--- src/rtl/uart_tx_fifo.sv ---
// UART transmitter with a small transmit FIFO, configurable framing (5..8 data bits,
// none/odd/even parity, 1 or 2 stop bits) and gapless back-to-back frames.
// Define UART_TX_CTS_EN to add the active-low clear-to-send input cts_n.
module uart_tx_fifo #(
  parameter int CLOCK_HZ   = 6000000,
  parameter int BAUD       = 9600,
  parameter int DATA_BITS  = 8,
  parameter int PARITY     = 0,
  parameter int STOP_BITS  = 1,
  parameter int FIFO_DEPTH = 4
) (
  input  logic                          clock,
  input  logic                          reset,
`ifdef UART_TX_CTS_EN
  input  logic                          cts_n,
`endif
  input  logic [DATA_BITS-1:0]          tx_data,
  input  logic                          tx_data_available,
  output logic                          tx_ready,
  output logic [$clog2(FIFO_DEPTH):0]   fifo_count,
  output logic                          tx_busy,
  output logic                          serial_tx
);

  localparam int CYCLES_PER_BIT = CLOCK_HZ / BAUD;
  localparam int CNT_W          = $clog2(CYCLES_PER_BIT);
  localparam int PTR_W          = $clog2(FIFO_DEPTH);
  localparam bit PARITY_ODD     = (PARITY == 1);
  localparam bit PARITY_EN      = (PARITY != 0);

  typedef enum logic [2:0] {
    S_IDLE,
    S_START,
    S_DATA,
    S_PARITY,
    S_STOP
  } state_t;

  state_t               state_q, state_d;
  logic [CNT_W-1:0]     baud_cnt_q, baud_cnt_d;
  logic [2:0]           bit_q, bit_d;
  logic [DATA_BITS-1:0] shift_q, shift_d;
  logic                 par_q, par_d;
  logic                 ser_q, ser_d;

  logic [DATA_BITS-1:0] mem_q [FIFO_DEPTH];
  logic [DATA_BITS-1:0] mem_d [FIFO_DEPTH];
  logic [PTR_W-1:0]     wr_q, wr_d, rd_q, rd_d;
  logic [PTR_W:0]       count_q, count_d;

  logic                 push, pop, last_cycle, cts_ok, can_start;
  logic [DATA_BITS-1:0] head;
  logic                 head_par;

`ifdef UART_TX_CTS_EN
  logic cts_meta_q, cts_sync_q;

  // Two-flop synchroniser; reset to "not clear" so nothing starts until CTS is seen.
  always_ff @(posedge clock) begin
    if (!reset) begin
      cts_meta_q <= 1'b1;
      cts_sync_q <= 1'b1;
    end else begin
      cts_meta_q <= cts_n;
      cts_sync_q <= cts_meta_q;
    end
  end

  assign cts_ok = ~cts_sync_q;
`else
  assign cts_ok = 1'b1;
`endif

  // Full blocks pushes even if a pop happens on the same edge.
  assign tx_ready   = (count_q < (PTR_W+1)'(FIFO_DEPTH));
  assign push       = tx_data_available && tx_ready;
  assign head       = mem_q[rd_q];
  assign head_par   = (^head) ^ PARITY_ODD;
  assign can_start  = (count_q != '0) && cts_ok;
  assign last_cycle = (baud_cnt_q == CNT_W'(CYCLES_PER_BIT - 1));

  assign fifo_count = count_q;
  assign tx_busy    = (state_q != S_IDLE);
  assign serial_tx  = ser_q;

  always_comb begin
    mem_d = mem_q;
    wr_d  = wr_q;
    rd_d  = rd_q;
    count_d = count_q;
    if (push) begin
      mem_d[wr_q] = tx_data;
      wr_d        = wr_q + PTR_W'(1);
    end
    if (pop) begin
      rd_d = rd_q + PTR_W'(1);
    end
    case ({push, pop})
      2'b10:   count_d = count_q + (PTR_W+1)'(1);
      2'b01:   count_d = count_q - (PTR_W+1)'(1);
      default: count_d = count_q;
    endcase
  end

  always_comb begin
    state_d    = state_q;
    baud_cnt_d = baud_cnt_q + CNT_W'(1);
    bit_d      = bit_q;
    shift_d    = shift_q;
    par_d      = par_q;
    ser_d      = ser_q;
    pop        = 1'b0;
    case (state_q)
      S_IDLE: begin
        baud_cnt_d = '0;
        ser_d      = 1'b1;
        if (can_start) begin
          pop     = 1'b1;
          shift_d = head;
          par_d   = head_par;
          ser_d   = 1'b0;
          state_d = S_START;
        end
      end
      S_START: begin
        if (last_cycle) begin
          baud_cnt_d = '0;
          ser_d      = shift_q[0];
          shift_d    = shift_q >> 1;
          bit_d      = '0;
          state_d    = S_DATA;
        end
      end
      S_DATA: begin
        if (last_cycle) begin
          baud_cnt_d = '0;
          if (bit_q == 3'(DATA_BITS - 1)) begin
            bit_d = '0;
            if (PARITY_EN) begin
              ser_d   = par_q;
              state_d = S_PARITY;
            end else begin
              ser_d   = 1'b1;
              state_d = S_STOP;
            end
          end else begin
            ser_d   = shift_q[0];
            shift_d = shift_q >> 1;
            bit_d   = bit_q + 3'd1;
          end
        end
      end
      S_PARITY: begin
        if (last_cycle) begin
          baud_cnt_d = '0;
          bit_d      = '0;
          ser_d      = 1'b1;
          state_d    = S_STOP;
        end
      end
      S_STOP: begin
        if (last_cycle) begin
          baud_cnt_d = '0;
          if (bit_q == 3'(STOP_BITS - 1)) begin
            // Chain straight into the next start bit when a word is waiting.
            if (can_start) begin
              pop     = 1'b1;
              shift_d = head;
              par_d   = head_par;
              ser_d   = 1'b0;
              state_d = S_START;
            end else begin
              ser_d   = 1'b1;
              state_d = S_IDLE;
            end
          end else begin
            bit_d = bit_q + 3'd1;
          end
        end
      end
      default: begin
        state_d = S_IDLE;
        ser_d   = 1'b1;
      end
    endcase
  end

  always_ff @(posedge clock) begin
    mem_q <= mem_d;
  end

  always_ff @(posedge clock) begin
    if (!reset) begin
      state_q    <= S_IDLE;
      baud_cnt_q <= '0;
      bit_q      <= '0;
      shift_q    <= '0;
      par_q      <= 1'b0;
      ser_q      <= 1'b1;
      wr_q       <= '0;
      rd_q       <= '0;
      count_q    <= '0;
    end else begin
      state_q    <= state_d;
      baud_cnt_q <= baud_cnt_d;
      bit_q      <= bit_d;
      shift_q    <= shift_d;
      par_q      <= par_d;
      ser_q      <= ser_d;
      wr_q       <= wr_d;
      rd_q       <= rd_d;
      count_q    <= count_d;
    end
  end

endmodule
--- config.mk ---
export PLATFORM = sky130hd
export DESIGN_NAME = uart_tx_fifo
export DESIGN_NICKNAME = d
export VERILOG_FILES = /design/src/rtl/uart_tx_fifo.sv
export SDC_FILE = /design/constraint.sdc
export NUM_CORES = 1
export LEC_CHECK = 0
export ABC_AREA = 0
export BUFFER_PORTS_ARGS = -buffer_cell sky130_fd_sc_hd__buf_2
export CAP_MARGIN = 20
export CORE_MARGIN = 2
export CORE_UTILIZATION = 50
export CTS_BUF_LIST = sky130_fd_sc_hd__clkbuf_8
export DETAILED_ROUTE_END_ITERATION = 7
export PLACE_DENSITY = 0.79
export SYNTH_ARGS = -nofsm -noshare
export SYNTH_HDL_FRONTEND = slang
export SYNTH_SLANG_ARGS = --single-unit
--- constraint.sdc ---
create_clock -name clock -period 2.9 [get_ports clock]
set_clock_uncertainty 0.05 [all_clocks]
set_input_delay 0.29 -clock clock [delete_from_list [all_inputs] [get_ports clock]]
set_output_delay 0.29 -clock clock [all_outputs]
set_load 0.02 [all_outputs]
==> impl_metrics.py <==
metrics = {
    "yosys": {
        "synth_top_family_by_area": "multiplexers",
        "netlist_area_um2": 2910,
        "syn_nets": 258,
        "async_flop_share_pct": 0,
        "synth-seq-cells": 64,
        "avgSynthCellArea_um2": 12.3,
        "ys_warn_count": 0,
        "synth_ff_type": "edfxtp_1",
        "synthAdderAreaFrac_pct": 5.33,
        "yosys.area_share.xor_xnor_pct": 3.91,
        "synthMuxAreaShare_pct": 12.6,
        "synth_cell_types": 45,
        "synth_edf_count": 32,
        "ys_seq_area_share_pct": 55.0,
        "synthSimpleGateAreaFrac_pct": 12.2,
        "synth-compound-area-share_pct": 5.88,
        "synth_cells": 236,
    },
    "sta": {
        "worstMarginPinSlew_ns": 0.671,
        "slew_violations": 0,
        "max_freq_mhz": 368,
        "setup_tns_ns": 0,
        "post-route-period-util_pct": 93.6,
        "hold_viol": 0,
        "fin_crit_ns": 2.71,
        "slew_headroom_pct": 54.1,
        "setup_viol": 0,
        "rsz0062_at_grt": "false",
    },
    "pwr": {
        "power_leakage_nw": 1.22,
        "total_power_w": 0.00311,
        "peakVddDrop_mv": 0.519,
        "p_per_area_nw_per_um2": 945,
    },
    "layout": {
        "regArea_um2": 1600,
        "layout.nets": 280,
        "area_growth_pct": 12.9,
        "diodes": 0,
        "fill_cells": 436,
        "final_cell_mix": "32 x nor2_1, 32 x edfxtp_1, 31 x dfxtp_1, 16 x buf_2, 15 x inv_1",
        "layout-drive-gt1-share_pct": 24.0,
        "multiInputGateArea_um2": 1180,
    },
    "worst_setup_path": {
        "cp_slowest_cell": "or3b_4",
        "crit_chain": "inv_1 -> ha_1 -> or3b_4 -> or3_4 -> a21boi_2 -> ha_2 -> inv_1 -> fa_2 -> xor2_1 -> or3_1 -> a21oi_1",
        "crit_path_max_incr_delay_ns": 0.38,
        "critical_path_class": "flip-flop to flip-flop",
        "end_kind": "flip-flop",
        "cp.arrival_ns": 2.92,
        "start_kind": "flip-flop",
        "startpoint": "baud_cnt_q[0]",
        "r2r_start": "baud_cnt_q[0]",
        "cp_max_fo": 5,
        "worst_path_most_repeated_cell": "inv_1",
        "required_ns": 3.11,
    },
    "grt": {
        "grt_max_degree": 21,
        "grt_pass1_vias": 1828,
        "grt_use_total_pct": 17.2,
        "grt_overflow": 0,
        "antenna_found_initial": 0,
        "grt_pass1_wl_mm": 8.24,
    },
    "hold_path": {
        "worstHoldStart": "tx_data[2]",
        "hp-class": "primary input to flip-flop",
    },
    "route": {
        "totalWireLength_mm": 4.98,
        "drtAntennaViolNets": 0,
        "detail_route.first_pass.iterations": 4,
        "avgRoutedWirePerCell_um": 14.9,
        "vias": 1773,
        "avgViaCountPerCell": 5.29,
        "drtIter0Drc": 91,
        "drc": 0,
    },
    "run_status": {
        "status": "complete, no violations",
    },
    "run": {
        "drv_cap": 0,
    },
    "placed_design": {
        "gp_congestion": 0.774,
        "port_buffers": 16,
        "hpwlAfterDp_mm": 3.29,
    },
    "floorplan": {
        "coreArea_um2": 5570,
        "die-area_um2": 6450,
        "initial_core_util_pct": 52.3,
        "rows": 27,
        "die-height_um": 80.3,
        "io_pins": 17,
        "die_w_um": 80.3,
    },
    "cts": {
        "clk_pin_slew_ns": 0.07,
        "clk_latency_ns": 0.34,
        "clk_path_buf_depth": 2,
        "cts.sinks": 64,
        "cts_tree": "done",
        "htreeDepth": 3,
        "clock-root-buffer": "clkbuf_8",
        "cts_buffers": 9,
    },
}
-- final cells by class --
type / count / share of cell area [%]
clock buffers: 9 / 3.77
clock inverters: 7 / 3.35
inverters: 15 / 1.71
multi-input cells: 146 / 35.9
flip-flops and latches: 64 / 48.7
well taps: 72 / 2.74
repair buffers: 22 / 3.80
-- stage by stage --
stage	worst slack, ns	hold slack, ns	cells	util (%)	area, µm²
after floorplan	0.0867	0.302	236	-	2920
after global placement	0.183	0.394	318	54.4	3030
after detailed placement	0.0986	0.401	318	54.4	3030
after CTS	0.0727	0.107	334	58.6	3270
after global routing	0.0403	0.121	335	59.0	3290
final	0.185	0.115	335	59.0	3290
-- flip-flops by register name, summed over array words and instances (netlist names) --
| name | flops |
|---|---|
| fifo_count | 3 |
| serial_tx | 1 |
| rd_q | 2 |
| baud_cnt_q | 10 |
| wr_q | 2 |
| mem_q | 32 |
| shift_q | 8 |
| state_q | 3 |
| bit_q | 3 |
-- synthesized netlist by cell type (2+ instances only) --
cell type	n	area (µm²)
a211oi_1	3	22.5
a21boi_0	2	15.0
a21oi_1	6	30.0
a2bb2oi_1	2	17.5
and2_1	4	25.0
buf_2	3	15.0
buf_6	2	22.5
clkbuf_1	3	11.3
clkbuf_8	3	41.3
dfxtp_1	32	641
edfxtp_1	32	961
ha_1	10	125
inv_1	15	56.3
mux2_2	6	67.6
mux2i_1	12	120
mux4_2	8	180
nand2_1	10	37.5
nand3_1	5	25.0
nor2_1	32	120
nor2b_1	3	18.8
nor3_1	4	20.0
o21ai_0	3	15.0
or3_1	2	12.5
or3b_1	2	17.5
xnor2_1	9	78.8
xor2_1	4	35.0
-- report_power, final --
part           internal [W]  switching, W
combinational      0.000498      0.000463
clock              0.000564      0.000335
sequential          0.00111      0.000138
total               0.00217      0.000936
-- metal layers --
metal  GRT usage, %  part of all wire [%]  vias to the layer above
met2           28.4                    50                       22
met1           19.9                    45                      868
met4           9.66                   1.9                        0
met3           4.94                   2.9                        8
met5              0                     0                        -
li1               -                     -                      875
-- cell families after synthesis --
| group | count (synthesis) |
|---|---|
| simple gates | 72 |
| fa+ha+maj | 12 |
| mux | 26 |
| flops | 64 |
| compound gates | 23 |
| xor+xnor | 13 |
| buf+inv | 26 |
-- path summary, 6_finish.rpt --
| kind | slack (ns) | end | depth (start not counted) |
|---|---|---|---|
| worst max-delay path | 0.19 | fifo_count[2] | 11 |
| worst min-delay path | 0.11 | mem_q[2] | 1 |
| worst max register to register | 0.19 | fifo_count[2] | 11 |
| worst min register to register | 0.42 | shift_q[7] | 2 |
-- repair_timing --
action | 4_1_cts | 5_1_grt
endpoints found under the setup margin | 0 | 1
hold buffers | 0 | 0
hold endpoints to repair | 0 | 0
buffers inserted | 0 | 1
gates resized for setup | 0 | 5
-- critical path: cells and delay by family, from the launching register on --
| kind | cells | cell delay (ns) |
|---|---|---|
| compound gates | 2 | 0.30 |
| xor+xnor | 1 | 0.15 |
| fa+ha+maj | 3 | 0.65 |
| buf+inv | 2 | 0.12 |
| flops | 1 | 0.35 |
| simple gates | 3 | 1.02 |
(Power assumes the default switching activity.)
